### config.mk
export PLATFORM = sky130hd
export DESIGN_NAME = reset_sequencer
export DESIGN_NICKNAME = d
export VERILOG_FILES = /design/src/rtl/reset_sequencer.sv
export SDC_FILE = /design/constraint.sdc
export NUM_CORES = 1
export LEC_CHECK = 0
export BUFFER_PORTS_ARGS = -buffer_cell sky130_fd_sc_hd__buf_4
export CAP_MARGIN = 5
export CORE_MARGIN = 5
export CORE_UTILIZATION = 25
export CTS_CLUSTER_DIAMETER = 100
export CTS_CLUSTER_SIZE = 16
export DETAILED_ROUTE_END_ITERATION = 8
export GPL_ROUTABILITY_DRIVEN = 0
export HOLD_SLACK_MARGIN = 0.06
export SYNTH_ARGS = -nofsm -noshare
export SYNTH_HDL_FRONTEND = slang
export SYNTH_SLANG_ARGS = --single-unit
### constraint.sdc
create_clock -name clk -period 2 [get_ports clk]
set_input_delay 0.1 -clock clk [delete_from_list [all_inputs] [get_ports clk]]
set_output_delay 0.1 -clock clk [all_outputs]
set_load 0.01 [all_outputs]
### src/rtl/reset_sequencer.sv
// ---------------------------------------------------------------------------
// reset_sequencer
//   Takes the board/power-up reset and releases NSTAGES downstream resets one
//   after another. Each stage must acknowledge before the next one is
//   released. A missing or dropped acknowledge raises a sticky fault and puts
//   every stage back into reset. A software request restarts the sequence.
//
// Ports:
//   clk          system clock
//   reset_n      asynchronous active-low reset (power-on / pin)
//   rst_n_out    per-stage active-low reset, bit k = stage k (registered)
//   stage_ack    per-stage ready level, asynchronous, synchronized here
//   soft_req     software restart request (pulse or level), sampled only
//                in DONE or FAULT
//   all_ready    every stage released and acknowledged
//   fault        sticky fault flag
//   fault_stage  index of the faulting stage, valid while fault = 1
// ---------------------------------------------------------------------------
module reset_sequencer #(
    parameter int NSTAGES     = 3,
    parameter int HOLD_CYCLES = 64,
    parameter int STAGE_GAP   = 16,
    parameter int ACK_TIMEOUT = 1023
) (
    input  logic                                            clk,
    input  logic                                            reset_n,
    output logic [NSTAGES-1:0]                              rst_n_out,
    input  logic [NSTAGES-1:0]                              stage_ack,
    input  logic                                            soft_req,
    output logic                                            all_ready,
    output logic                                            fault,
    output logic [((NSTAGES > 1) ? $clog2(NSTAGES) : 1)-1:0] fault_stage
);

    localparam int FSW       = (NSTAGES > 1) ? $clog2(NSTAGES) : 1;
    localparam int CNT_MAX_A = (HOLD_CYCLES > STAGE_GAP) ? HOLD_CYCLES : STAGE_GAP;
    localparam int CNT_MAX   = (CNT_MAX_A > ACK_TIMEOUT) ? CNT_MAX_A : ACK_TIMEOUT;
    localparam int CW        = $clog2(CNT_MAX + 1);

    localparam logic [CW-1:0]  HOLD_LAST  = CW'(HOLD_CYCLES - 1);
    localparam logic [CW-1:0]  GAP_LAST   = CW'(STAGE_GAP - 1);
    localparam logic [CW-1:0]  TO_LAST    = (ACK_TIMEOUT > 0) ? CW'(ACK_TIMEOUT - 1) : {CW{1'b0}};
    localparam logic           TO_EN      = (ACK_TIMEOUT != 0);
    localparam logic [FSW-1:0] LAST_STAGE = FSW'(NSTAGES - 1);

    typedef enum logic [2:0] {
        ST_HOLD    = 3'd0,
        ST_RELEASE = 3'd1,
        ST_GAP     = 3'd2,
        ST_DONE    = 3'd3,
        ST_FAULT   = 3'd4
    } state_e;

    // One-hot mask with only bit idx set.
    function automatic logic [NSTAGES-1:0] stage_onehot(input logic [FSW-1:0] idx);
        logic [NSTAGES-1:0] oh;
        for (int j = 0; j < NSTAGES; j++) begin
            oh[j] = (FSW'(j) == idx);
        end
        return oh;
    endfunction

    // Index of the lowest zero bit (0 when none are zero).
    function automatic logic [FSW-1:0] lowest_zero(input logic [NSTAGES-1:0] v);
        logic [FSW-1:0] idx;
        idx = {FSW{1'b0}};
        for (int j = NSTAGES - 1; j >= 0; j--) begin
            if (!v[j]) begin
                idx = FSW'(j);
            end
        end
        return idx;
    endfunction

    logic [1:0]         rst_sync_q;
    logic               sync_n;
    logic [NSTAGES-1:0] ack_meta_q, ack_sync_q;
    logic               ack_k;

    state_e             state_q, state_d;
    logic [FSW-1:0]     stage_q, stage_d;
    logic [CW-1:0]      cnt_q, cnt_d;
    logic [NSTAGES-1:0] rst_out_q, rst_out_d;
    logic               all_ready_q, all_ready_d;
    logic               fault_q, fault_d;
    logic [FSW-1:0]     fault_stage_q, fault_stage_d;

    assign sync_n      = rst_sync_q[1];
    assign ack_k       = ack_sync_q[stage_q];

    assign rst_n_out   = rst_out_q;
    assign all_ready   = all_ready_q;
    assign fault       = fault_q;
    assign fault_stage = fault_stage_q;

    // Reset release synchronizer: assert asynchronously, deassert on clk.
    always_ff @(posedge clk or negedge reset_n) begin
        if (!reset_n) begin
            rst_sync_q <= 2'b00;
        end else begin
            rst_sync_q <= {rst_sync_q[0], 1'b1};
        end
    end

    // Two-flop synchronizer for the asynchronous stage acknowledges.
    always_ff @(posedge clk or negedge reset_n) begin
        if (!reset_n) begin
            ack_meta_q <= {NSTAGES{1'b0}};
            ack_sync_q <= {NSTAGES{1'b0}};
        end else begin
            ack_meta_q <= stage_ack;
            ack_sync_q <= ack_meta_q;
        end
    end

    // Sequencer state, counter and registered outputs.
    always_ff @(posedge clk or negedge reset_n) begin
        if (!reset_n) begin
            state_q       <= ST_HOLD;
            stage_q       <= {FSW{1'b0}};
            cnt_q         <= {CW{1'b0}};
            rst_out_q     <= {NSTAGES{1'b0}};
            all_ready_q   <= 1'b0;
            fault_q       <= 1'b0;
            fault_stage_q <= {FSW{1'b0}};
        end else begin
            state_q       <= state_d;
            stage_q       <= stage_d;
            cnt_q         <= cnt_d;
            rst_out_q     <= rst_out_d;
            all_ready_q   <= all_ready_d;
            fault_q       <= fault_d;
            fault_stage_q <= fault_stage_d;
        end
    end

    // Next-state and next-output logic; outputs are computed one edge early so
    // they change exactly on the edge that enters the new state.
    always_comb begin
        state_d       = state_q;
        stage_d       = stage_q;
        cnt_d         = cnt_q;
        rst_out_d     = rst_out_q;
        all_ready_d   = all_ready_q;
        fault_d       = fault_q;
        fault_stage_d = fault_stage_q;

        if (!sync_n) begin
            // Reset still being synchronized: keep everything parked.
            state_d       = ST_HOLD;
            stage_d       = {FSW{1'b0}};
            cnt_d         = {CW{1'b0}};
            rst_out_d     = {NSTAGES{1'b0}};
            all_ready_d   = 1'b0;
            fault_d       = 1'b0;
            fault_stage_d = {FSW{1'b0}};
        end else begin
            case (state_q)
                ST_HOLD: begin
                    if (cnt_q == HOLD_LAST) begin
                        state_d   = ST_RELEASE;
                        stage_d   = {FSW{1'b0}};
                        cnt_d     = {CW{1'b0}};
                        rst_out_d = rst_out_q | stage_onehot({FSW{1'b0}});
                    end else begin
                        cnt_d = cnt_q + CW'(1);
                    end
                end
                ST_RELEASE: begin
                    if (ack_k) begin
                        cnt_d = {CW{1'b0}};
                        if (stage_q == LAST_STAGE) begin
                            state_d     = ST_DONE;
                            all_ready_d = 1'b1;
                        end else begin
                            state_d = ST_GAP;
                        end
                    end else if (TO_EN && (cnt_q == TO_LAST)) begin
                        state_d       = ST_FAULT;
                        cnt_d         = {CW{1'b0}};
                        rst_out_d     = {NSTAGES{1'b0}};
                        fault_d       = 1'b1;
                        fault_stage_d = stage_q;
                    end else begin
                        cnt_d = cnt_q + CW'(1);
                    end
                end
                ST_GAP: begin
                    if (cnt_q == GAP_LAST) begin
                        state_d   = ST_RELEASE;
                        stage_d   = stage_q + FSW'(1);
                        cnt_d     = {CW{1'b0}};
                        rst_out_d = rst_out_q | stage_onehot(stage_q + FSW'(1));
                    end else begin
                        cnt_d = cnt_q + CW'(1);
                    end
                end
                ST_DONE: begin
                    // A restart request takes precedence over a dropped ack.
                    if (soft_req) begin
                        state_d     = ST_HOLD;
                        stage_d     = {FSW{1'b0}};
                        cnt_d       = {CW{1'b0}};
                        rst_out_d   = {NSTAGES{1'b0}};
                        all_ready_d = 1'b0;
                        fault_d     = 1'b0;
                    end else if (!(&ack_sync_q)) begin
                        state_d       = ST_FAULT;
                        cnt_d         = {CW{1'b0}};
                        rst_out_d     = {NSTAGES{1'b0}};
                        all_ready_d   = 1'b0;
                        fault_d       = 1'b1;
                        fault_stage_d = lowest_zero(ack_sync_q);
                    end else begin
                        state_d = ST_DONE;
                    end
                end
                ST_FAULT: begin
                    if (soft_req) begin
                        state_d     = ST_HOLD;
                        stage_d     = {FSW{1'b0}};
                        cnt_d       = {CW{1'b0}};
                        rst_out_d   = {NSTAGES{1'b0}};
                        all_ready_d = 1'b0;
                        fault_d     = 1'b0;
                    end else begin
                        state_d = ST_FAULT;
                    end
                end
                default: begin
                    // Unreachable encoding: fall back to a full restart.
                    state_d       = ST_HOLD;
                    stage_d       = {FSW{1'b0}};
                    cnt_d         = {CW{1'b0}};
                    rst_out_d     = {NSTAGES{1'b0}};
                    all_ready_d   = 1'b0;
                    fault_d       = 1'b0;
                    fault_stage_d = {FSW{1'b0}};
                end
            endcase
        end
    end

endmodule

* Word-level counts from Yosys, hierarchy flattened
Cells that the tools add are included.
** Word-level totals
- Bits of input ports :: 6
- Word-level logic and storage cells :: 112
- Bits in registers :: 30
** Operators by class
- $lt $le $gt $ge :: 1
- Reduce and logical (&&, ||, !) cells :: 14
- $add $sub $neg :: 2
- Equal/unequal tests :: 26
- Bitwise operators :: 1
- Muxes and demuxes :: 57
** Operators by type and width (count)
- $mux W10 :: 8
- $pmux W10 S5 :: 1
- $mux W3 :: 15
- $ne A3 B3 Y1 const B :: 10
- $pmux W3 S5 :: 2
- $mux W2 :: 12
- $reduce_and A5 Y1 :: 3
- $mux W1 :: 14
- $reduce_and A6 Y1 :: 2
- $add A10 B1 Y10 const B :: 1
- $eq A10 B10 Y1 const B :: 1
- $eq A10 B4 Y1 const B :: 1
- $eq A10 B6 Y1 const B :: 1
- $ne A2 B2 Y1 const B :: 4
- $ne A4 B4 Y1 const B :: 2
- $pmux W1 S4 :: 2
- $pmux W2 S4 :: 1
- $eq A3 B2 Y1 const B :: 2
- $pmux W2 S3 :: 1
- $reduce_and A3 Y1 :: 2
- $reduce_and A4 Y1 :: 1
- $reduce_or A2 Y1 :: 2
- $eq A3 B1 Y1 const B :: 1
- $eq A3 B3 Y1 const B :: 1
- 11 further kinds :: 11

* Logic depth before layout (Yosys ltp)
Gate-level depths: netlist of run 1.
- Depth after elaboration :: 7
- Mapped depth :: 7

* Least setup slack after synthesis of run 1
Ideal clock, no wire load.
- Path type :: reg-to-reg
- Start :: reg cnt_q[6]
- End :: reg stage_q[0]
- Arrival time :: 1.736 ns
- Stages on the path, launching flop included :: 7
- Path slack :: 0.139 ns
- Data required time :: 1.875 ns
- Path buffers :: 1
- Setup time :: 0.125 ns
- Cells stage by stage :: dfrtp_1 > or4_4 > nor2_2 > a21boi_1 > buf_2 > a21oi_2 > mux2_2
** Between the ends
- Longest elaborated chain between the ends :: 3
- Elaborated cells between the ends (all ways) :: 5
- Classes of those cells :: eq/ne: 4; reduce/logical: 1
** RTL lines
- start: declaration :: line 82 : logic [CW-1:0] cnt_q, cnt_d;
- start signal: assignment :: line 121 : cnt_q <= {CW{1'b0}};
- start signal: assignment :: line 129 : cnt_q <= cnt_d;
- $eq A10 B4 Y1 / $eq A10 B6 Y1 (equally long branches) :: line 189, 160
- $ne A3 B3 Y1 (no source line)
- $reduce_and A4 Y1 (no source line) (*)
- end signal: assignment :: line 120 : stage_q <= {FSW{1'b0}};
- end signal: assignment :: line 128 : stage_q <= stage_d;
- end: declaration :: line 81 : logic [FSW-1:0] stage_q, stage_d;
Every way passes the cells marked *; elsewhere a longest branch is shown, timed or not.
A chain may end at the register's enable or synchronous reset.

* Final worst setup path of run 1
- Start :: reg cnt_q[6]
- End :: reg rst_out_q[0], in the netlist rst_n_out[0]
** Between the ends
- Longest elaborated chain between the ends :: 3
- Elaborated cells between the ends (all ways) :: 7
- Classes of those cells :: eq/ne: 6; reduce/logical: 1
** RTL lines
- $eq A10 B4 Y1, or another cell as far along :: line 189 : if (cnt_q == GAP_LAST) begin
- $ne A3 B3 Y1 (no source line)
- $reduce_and A6 Y1 (no source line) (*)
- end signal: assignment :: line 122 : rst_out_q <= {NSTAGES{1'b0}};
- end signal: assignment :: line 130 : rst_out_q <= rst_out_d;
- end: declaration :: line 83 : logic [NSTAGES-1:0] rst_out_q, rst_out_d;
Marks and branches as above.

==> results of run 1 <==
power by group through the flow:
stage          combinational, mW  sequential, mW  clock (mW)
3_5_place_dp               0.319           0.741           0
2_1_floorplan              0.214           0.716           0
3_3_place_gp               0.317           0.739           0
5_1_grt                    0.377           0.741       0.567
6_report                   0.335           0.732       0.527
4_1_cts                    0.327           0.730       0.532
cells in the final DEF (no fill, tap or decap), drive strengths merged, types with 2 or more instances in the layout:
master | synthesis | routed
o22ai | 4 | 4
or4 | 3 | 3
a31oi | 4 | 4
a41oi | 2 | 2
ha | 6 | 6
a21oi | 8 | 8
inv | 8 | 8
buf | 5 | 28
nand4b | 2 | 2
a2bb2oi | 2 | 2
dlygate4sd3 | 0 | 4
a31o | 2 | 2
o21ai | 11 | 11
nor2b | 2 | 2
nor3 | 8 | 8
o21a | 2 | 2
nor2 | 13 | 13
nand2b | 3 | 3
nand3 | 4 | 4
mux2i | 2 | 2
nand2 | 25 | 25
clkbuf | 2 | 6
a21boi | 2 | 2
mux2 | 4 | 4
nor4b | 2 | 2
nand3b | 2 | 2
o211ai | 3 | 3
dfrtp | 30 | 30
kinds of logic after synthesis:
kind of cell	Yosys count	synth area share
compound gates	43	0.171
xor+xnor	1	0.00531
fa+ha+maj	6	0.0455
buf+inv	15	0.0402
flops	30	0.455
mux	6	0.0395
other cells	1	0.00227
simple gates	70	0.241
timing repair:
item,CTS,global route
setup buffers,0,1
endpoints found under the setup margin,0,10
gates resized for setup,0,6
hold buffers,4,0
endpoints found under the hold margin,33,0
critical path, delay by kind of cell, from the launching register on:
kind / cells / cell delay (ns)
buffers and inverters: 1 / 0.14
AND/OR/NAND/NOR: 3 / 1.07
AO/OA/AOI/OAI: 2 / 0.28
flip-flops: 1 / 0.35
cell type report:
class,count,area [um^2],area share
clock buffer,6,82.6,0.0398
inverter,8,30.0,0.0145
clock inverter,2,12.5,0.00603
tap,77,96.3,0.0464
sequential,30,753,0.363
multi-input combinational,127,851,0.410
timing repair buffer,32,250,0.121
worst paths after layout:
kind | endpoint | depth (start not counted) | slack [ns] | from
setup reg to reg | rst_n_out[0] | 6 | 0.1 | cnt_q[6]
setup / recovery | rst_n_out[0] | 6 | 0.1 | cnt_q[6]
max in group asynchronous | cnt_q[5] | 2 | 1.42 | reset_n
hold reg to reg | ack_sync_q[1] | 0 | 0.34 | ack_meta_q[1]
min in group asynchronous | state_q[2] | 2 | 0.27 | reset_n
hold / removal | fault | 3 | 0.26 | soft_req
state kept, by name, summed over array words and instances (netlist names):
| signal | cells |
|---|---|
| cnt_q | 10 |
| ack_meta_q | 3 |
| rst_sync_q | 2 |
| state_q | 3 |
| fault | 1 |
| all_ready | 1 |
| ack_sync_q | 3 |
| stage_q | 2 |
| fault_stage | 2 |
| rst_n_out | 3 |
cells in the mapped netlist, drive strengths merged (2+ instances only):
master and instances:
mux2 4, a31oi 4, nand4b 2, nand3b 2
dfrtp 30, inv 8, o211ai 3, nor4b 2
a21oi 8, a21boi 2, nand2 25, nand3 4
nand2b 3, buf 5, a41oi 2, ha 6
nor2 13, a2bb2oi 2, a31o 2, clkbuf 2
o21a 2, nor2b 2, nor3 8, mux2i 2
o22ai 4, o21ai 11, or4 3
routing by layer:
layer	up-vias	part of all wire	track usage
met5	-	0	0
met4	0	0.014	0.0428
met3	4	0.045	0.0157
met2	36	0.49	0.162
met1	681	0.45	0.119
li1	680	-	-
==> results_dict.tcl, run 1 <==
set metrics [dict create \
    grt-ovfl-total 0 \
    outcome "completed" \
    period_share 0.950 \
    instances_no_fill 282 \
    setup.worst_path.end_class "flop" \
    post-place-ws_ns 0.0862 \
    grt_max_degree 31 \
    cts_tree "yes" \
    maxCapViolCount 0 \
    netlist_area_um2 1650 \
    grt_pass1_wl_mm 6.60 \
    cts_buffers 5 \
    place_hpwl_mm 2.68 \
    p_sw_mw 0.498 \
    first_pass_iters 4 \
    synth_edf_count 0 \
    antennaDiodeCount 0 \
    root_buffer "clkbuf_8" \
    routed_wl_mm 3.77 \
    htree_levels 2 \
    period_needed_ns 1.90 \
    drive_above_1_share 0.283 \
    synth_top_area_cell "dfrtp_1" \
    whs_ns 0.258 \
    drc_errors 0 \
    cpPeakStageDelay_ns 0.55 \
    finalSetupViolations 0 \
    synth_top_area_share 0.455 \
    p_seq_frac 0.459 \
    drt_first_iter_violations 35 \
    cpMaxStageDelayCell "or4_1" \
    grt_usage 0.0956 \
    num_vias 1401 \
    fp.dieH_um 91.2 \
    antenna_found_initial 0 \
    hp-class "input pin to flop" \
    ys_ff_latch 30 \
    ys_warn_count 0 \
    p_total_mw 1.59 \
    fmax_ghz 0.526 \
    core_um2 6390 \
    via_per_inst 4.97 \
    finalInstanceArea_um2 2080 \
    clock_latency_ns 0.29 \
    rsz0062_at_grt "true" \
    path_class "flop to flop" \
    yosysSeqAreaShare 0.455 \
    setup_ws_ns 0.0995 \
    slew_violations 0 \
    utilization 0.325 \
    clk_pin_slew_ns 0.08 \
    p_clk_frac 0.331 \
    hold_viol_final 0 \
    synthFlopType "dfrtp_1" \
    dieArea_um2 8320 \
    area_growth_pct 25.9 \
    syn_inst 172 \
    p_int_mw 1.10 \
    finalClockSkew_ns 0.0114 \
    dpl-instance-area_um2 1910 \
    worstSetupStartpointType "flop" \
    num_rows 29 \
    postRouteAntennaNets 0 \
    critPathMostFrequentCell "a21oi_2" \
    dp_cells 269 \
    p_leak_nw 0.894 \
    worst_ir_drop_vdd_uv 532 \
    synth-async-reset-ratio 1.00 \
    p_comb_frac 0.210 \
    wl_per_cell_um 13.4 \
    synth.distinct_cells 45 \
    cellPowerDensity_nw_per_um2 768 \
    required_ns 2.22 \
    clockBufferDepth 2 \
    sw_frac_of_total 0.313 \
    pin_count 13 \
    nets 216 \
    syn_avg_cell_area_um2 9.59 \
    worstPathArrival_ns 2.12 \
    grt_pass1_vias 1390 \
    fin_tns_setup_ns 0 \
    synth.area.top_cells "dfrtp_1 46%, nand2_1 5.7%, ha_1 4.6%" \
    cp_cell_sequence "buf_4 > nand4_1 > nor3_4 > a21oi_2 > or4_1 > a21oi_2" \
    cts_sinks 30 \
    nFillCells 652 \
    worstPathMaxFanout 6 \
    numPortBuffers 12 \
    die_w_um 91.2 \
    synth.net_count 184 \
    initial_utilization 0.258 \
]
(Power assumes the default switching activity.)
==> inputs of run 2 (changes only) <==
--- a/config.mk
+++ b/config.mk
@@ -13,7 +13,7 @@
 export CTS_CLUSTER_SIZE = 16
 export DETAILED_ROUTE_END_ITERATION = 8
 export GPL_ROUTABILITY_DRIVEN = 0
-export HOLD_SLACK_MARGIN = 0.06
+export HOLD_SLACK_MARGIN = 0.12
 export SYNTH_ARGS = -nofsm -noshare
 export SYNTH_HDL_FRONTEND = slang
 export SYNTH_SLANG_ARGS = --single-unit
==> constraint.sdc (replaced) <==
create_clock -name clk -period 1.8 [get_ports clk]
set_input_delay 0.27 -clock clk [delete_from_list [all_inputs] [get_ports clk]]
set_output_delay 0.27 -clock clk [all_outputs]
set_load 0.01 [all_outputs]
==> results_dict.tcl, run 2 (synthesis results as in run 1) <==
set metrics [dict create \
    final_common_cell "buf_4" \
    p_sw_mw 0.582 \
    final_cell_mix "47 x buf_4, 30 x dfrtp_1, 25 x nand2_1, 11 x nor2_1, 9 x o21ai_0" \
    htree_levels 2 \
    num_rows 29 \
    drc_errors 0 \
    rr_startpoint "cnt_q[7]" \
    p_leak_nw 1.04 \
    wl_per_cell_um 13.4 \
    fmax_ghz 0.544 \
    rr_endpoint "stage_q[0]" \
    place_hpwl_mm 2.92 \
    numPortBuffers 12 \
    grt_max_degree 31 \
    required_ns 1.97 \
    period_needed_ns 1.84 \
    r2r_slack_ns -0.04 \
    p_total_mw 1.98 \
    clock_latency_ns 0.28 \
    clockBufferDepth 2 \
    cts_tree "yes" \
    cts_buffers 5 \
    path_class "flop to flop" \
    p_seq_frac 0.402 \
    drt_first_iter_violations 23 \
    dieArea_um2 8320 \
    post-place-ws_ns -0.0811 \
    worstPathMaxFanout 3 \
    area_growth_pct 41.4 \
    pin_count 13 \
    finalInstanceArea_um2 2330 \
    outcome "finished, violations left" \
    dpl-instance-area_um2 2060 \
    hold_viol_final 0 \
    die_w_um 91.2 \
    grt_usage 0.101 \
    grt-ovfl-total 0 \
    p_comb_frac 0.258 \
    period_share 1.02 \
    fin_tns_setup_ns -0.0393 \
    first_pass_iters 4 \
    drive_above_1_share 0.372 \
    worstPathArrival_ns 2.01 \
    instances_no_fill 303 \
    p_clk_frac 0.340 \
    clk_pin_slew_ns 0.07 \
    worstSetupStartpointType "flop" \
    ff2ff_path_depth 6 \
    setup.worst_path.end_class "flop" \
    fp.dieH_um 91.2 \
    p_int_mw 1.40 \
    antenna_found_initial 0 \
    via_per_inst 4.78 \
    utilization 0.365 \
    slew_violations 0 \
    root_buffer "clkbuf_8" \
    finalSetupViolations 1 \
    hold_path_depth 0 \
    cts_sinks 30 \
    dp_cells 287 \
    sw_frac_of_total 0.294 \
    num_vias 1449 \
    hp-class "flop to flop" \
    worst_ir_drop_vdd_uv 661 \
    maxCapViolCount 0 \
    finalClockSkew_ns 0.00978 \
    grt_pass1_vias 1459 \
    holdPathEnd "ack_sync_q[1]" \
    nFillCells 641 \
    rsz0062_at_grt "true" \
    cellPowerDensity_nw_per_um2 851 \
    violations "setup timing" \
    antennaDiodeCount 0 \
    whs_ns 0.341 \
    initial_utilization 0.258 \
    largest_register_ffs 10 \
    grt_pass1_wl_mm 7.00 \
    nets 237 \
    routed_wl_mm 4.07 \
    top_register "cnt_q" \
    core_um2 6390 \
    setup_ws_ns -0.0393 \
    hold_path_startpoint "ack_meta_q[1]" \
    postRouteAntennaNets 0 \
]
-- run 2: repair_timing --
action | 4_1_cts | 5_1_grt
setup buffers | 1 | 3
resized for setup | 6 | 15
hold buffers | 4 | 0
pin swaps | 3 | 7
setup endpoints to repair | 6 | 16
hold endpoints to repair | 33 | 0
-- run 2: routing by layer --
layer | wire (um) | vias to the layer above | GRT usage
li1 | - | 721 | -
met2 | 2020 | 16 | 0.170
met5 | 0 | - | 0
met3 | 79 | 6 | 0.0182
met4 | 52 | 0 | 0.0355
met1 | 1920 | 706 | 0.131
-- run 2: power by group through the flow --
stage	clock (mW)	sequential [mW]	combinational, mW
3_5_place_dp	0	0.807	0.455
2_1_floorplan	0	0.796	0.249
6_report	0.675	0.797	0.512
5_1_grt	0.717	0.805	0.564
4_1_cts	0.689	0.795	0.478
3_3_place_gp	0	0.804	0.448
-- run 2: worst max-delay path by stage --
stage               slack [ns]    endpoint        from  depth (start not counted)
global route             -0.08  stage_q[0]    cnt_q[7]                          6
detailed placement       -0.08    cnt_q[8]  state_q[2]                          6
global placement         -0.07    cnt_q[8]  state_q[2]                          6
CTS                     -0.003  stage_q[0]    cnt_q[7]                          6
floorplan                -0.02  stage_q[0]    cnt_q[9]                          6
finish                   -0.04  stage_q[0]    cnt_q[7]                          6
-- run 2: layout make-up --
type	instances	area, um^2	area share
Clock inverter	3	40.0	0.0172
Inverter	8	30.0	0.0129
Clock buffer	5	68.8	0.0295
Timing Repair Buffer	53	415	0.178
Tap cell	77	96.3	0.0413
Multi-Input combinational cell	127	931	0.399
Sequential cell	30	751	0.322
-- run 2: worst max-delay path, cell delays in order, from the launching register on --
cell      delay [ns]
dfrtp_1         0.39
or4_4           0.56
nor2_4          0.10
a21boi_2        0.08
buf_4           0.15
a21oi_4         0.14
mux2_4          0.31
==> inputs of run 3 (changes only) <==
--- a/config.mk
+++ b/config.mk
@@ -7,13 +7,16 @@
 export LEC_CHECK = 0
 export BUFFER_PORTS_ARGS = -buffer_cell sky130_fd_sc_hd__buf_4
 export CAP_MARGIN = 5
-export CORE_MARGIN = 5
+export CELL_PAD_IN_SITES_DETAIL_PLACEMENT = 1
+export CELL_PAD_IN_SITES_GLOBAL_PLACEMENT = 1
+export CORE_MARGIN = 2
 export CORE_UTILIZATION = 25
 export CTS_CLUSTER_DIAMETER = 100
 export CTS_CLUSTER_SIZE = 16
 export DETAILED_ROUTE_END_ITERATION = 8
 export GPL_ROUTABILITY_DRIVEN = 0
 export HOLD_SLACK_MARGIN = 0.12
+export PLACE_DENSITY_LB_ADDON = 0.1
 export SYNTH_ARGS = -nofsm -noshare
 export SYNTH_HDL_FRONTEND = slang
 export SYNTH_SLANG_ARGS = --single-unit
==> constraint.sdc (replaced) <==
create_clock -name clk -period 1.65 [get_ports clk]
set_input_delay 0.2475 -clock clk [delete_from_list [all_inputs] [get_ports clk]]
set_output_delay 0.2475 -clock clk [all_outputs]
set_load 0.01 [all_outputs]
==> results_dict.tcl, run 3 (synthesis results as in run 1) <==
set metrics [dict create \
    outcome "finished, violations left" \
    p_total_mw 2.46 \
    drc_errors 0 \
    worstPathArrival_ns 2.06 \
    routed_wl_mm 5.32 \
    p_leak_nw 1.20 \
    p_comb_frac 0.345 \
    place_hpwl_mm 3.80 \
    pin_count 13 \
    worstPathMaxFanout 6 \
    drt_first_iter_violations 62 \
    top_register "cnt_q" \
    grt-ovfl-total 0 \
    first_pass_iters 4 \
    hold_path_startpoint "ack_meta_q[1]" \
    maxCapViolCount 0 \
    period_share 1.11 \
    rsz0062_at_grt "true" \
    antennaDiodeCount 0 \
    cts_buffers 5 \
    drive_above_1_share 0.481 \
    finalClockSkew_ns 0.00628 \
    final_common_cell "buf_4" \
    num_rows 29 \
    cp.depth 5 \
    area_growth_pct 58.0 \
    cpPeakStageDelay_ns 0.58 \
    via_per_inst 4.86 \
    required_ns 1.87 \
    wl_per_cell_um 16.6 \
    numPortBuffers 12 \
    setup.worst_path.end_class "flop" \
    cellPowerDensity_nw_per_um2 944 \
    clock_latency_ns 0.28 \
    cts_tree "yes" \
    postRouteAntennaNets 0 \
    nFillCells 711 \
    rr_startpoint "cnt_q[7]" \
    num_vias 1556 \
    worst_ir_drop_vdd_uv 558 \
    crit_buf_inv 0 \
    finalSetupViolations 20 \
    nets 254 \
    setup_ws_ns -0.189 \
    path_delay_family "simple AND/OR/NAND/NOR gates" \
    core_um2 6350 \
    cpMaxStageDelayCell "or4_4" \
    p_clk_frac 0.309 \
    die_w_um 85.2 \
    path_class "flop to flop" \
    r2r_slack_ns -0.19 \
    final_cell_mix "55 x buf_4, 30 x dfrtp_1, 24 x nand2_1, 11 x buf_6, 10 x nor2_1" \
    cts_sinks 30 \
    grt_pass1_vias 1697 \
    rr_endpoint "rst_n_out[0]" \
    fp.dieH_um 85.2 \
    slew_violations 0 \
    period_needed_ns 1.84 \
    p_seq_frac 0.346 \
    antenna_found_initial 0 \
    cp_cell_sequence "or4_4 > nor2_4 > a21boi_4 > or4_4 > a21oi_2" \
    post-place-ws_ns -0.285 \
    largest_register_ffs 10 \
    hold_path_depth 0 \
    utilization 0.410 \
    holdPathEnd "ack_sync_q[1]" \
    worstSetupStartpointType "flop" \
    p_int_mw 1.69 \
    hold_viol_final 0 \
    grt_pass1_wl_mm 8.73 \
    clockBufferDepth 2 \
    whs_ns 0.352 \
    hp-class "flop to flop" \
    violations "setup timing" \
    grt_usage 0.155 \
    dieArea_um2 7260 \
    p_sw_mw 0.776 \
    initial_utilization 0.260 \
    ff2ff_path_depth 5 \
    clk_pin_slew_ns 0.07 \
    root_buffer "clkbuf_8" \
    critPathMostFrequentCell "or4_4" \
    fmax_ghz 0.544 \
    sw_frac_of_total 0.315 \
    htree_levels 2 \
    grt_max_degree 31 \
]
==> run 3: changes by cell type in the layout (fill, tap and decap cells not counted), sizes merged <==
cell	before	now
buf	49	66
clkinvlp	0	3
clkinv	2	0
inv	8	7
==> run 3: how the worst max path moves through the flow <==
stage	from	endpoint	slack, ns
2_1_floorplan	cnt_q[9]	stage_q[0]	-0.15
3_3_place_gp	cnt_q[5]	cnt_q[1]	-0.24
3_5_place_dp	cnt_q[0]	cnt_q[7]	-0.28
4_1_cts	cnt_q[7]	rst_n_out[0]	-0.20
5_1_grt	cnt_q[7]	cnt_q[5]	-0.29
6_report	cnt_q[7]	rst_n_out[0]	-0.19
==> run 3: what timing repair did <==
action / CTS / global route
hold buffers: 4 / 0
buffers inserted: 5 / 6
setup endpoints to repair: 21 / 22
pin swaps: 16 / 6
gates resized for setup: 35 / 14
cloned: 0 / 0
hold endpoints to repair: 33 / 0
==> run 3: through the flow <==
| stage | TNS (ns) | cell area [um^2] | instances |
|---|---|---|---|
| floorplan | -0.288 | 1700 | 172 |
| global placement | -3.06 | 2170 | 298 |
| detailed placement | -3.54 | 2170 | 298 |
| CTS | -2.23 | 2500 | 314 |
| global route | -4.54 | 2610 | 320 |
| finish | -2.50 | 2610 | 320 |
==> run 3: power by group through the flow <==
stage	logic (mW)	registers [mW]	clock network, mW
finish	0.850	0.852	0.759
CTS	0.777	0.848	0.776
detailed placement	0.584	0.860	0
global route	0.920	0.859	0.817
floorplan	0.286	0.868	0
global placement	0.567	0.853	0
==> run 3: cell type report <==
cell class / instances / area, um^2 / area share
clock buffers: 5 / 68.8 / 0.0264
clock inverters: 3 / 45.0 / 0.0173
inverters: 8 / 36.3 / 0.0139
multi-input cells: 127 / 1030 / 0.396
flip-flops and latches: 30 / 751 / 0.288
well taps: 77 / 96.3 / 0.0370
repair buffers: 70 / 577 / 0.221
==> run 3: per-layer routing <==
layer / part of all wire / up-vias / track usage / wire length [um]
met2: 0.49 / 12 / 0.248 / 2610
li1: - / 748 / - / -
met1: 0.48 / 792 / 0.209 / 2550
met4: 0.012 / 0 / 0.0462 / 63
met5: 0 / - / 0 / 0
met3: 0.019 / 4 / 0.0340 / 101
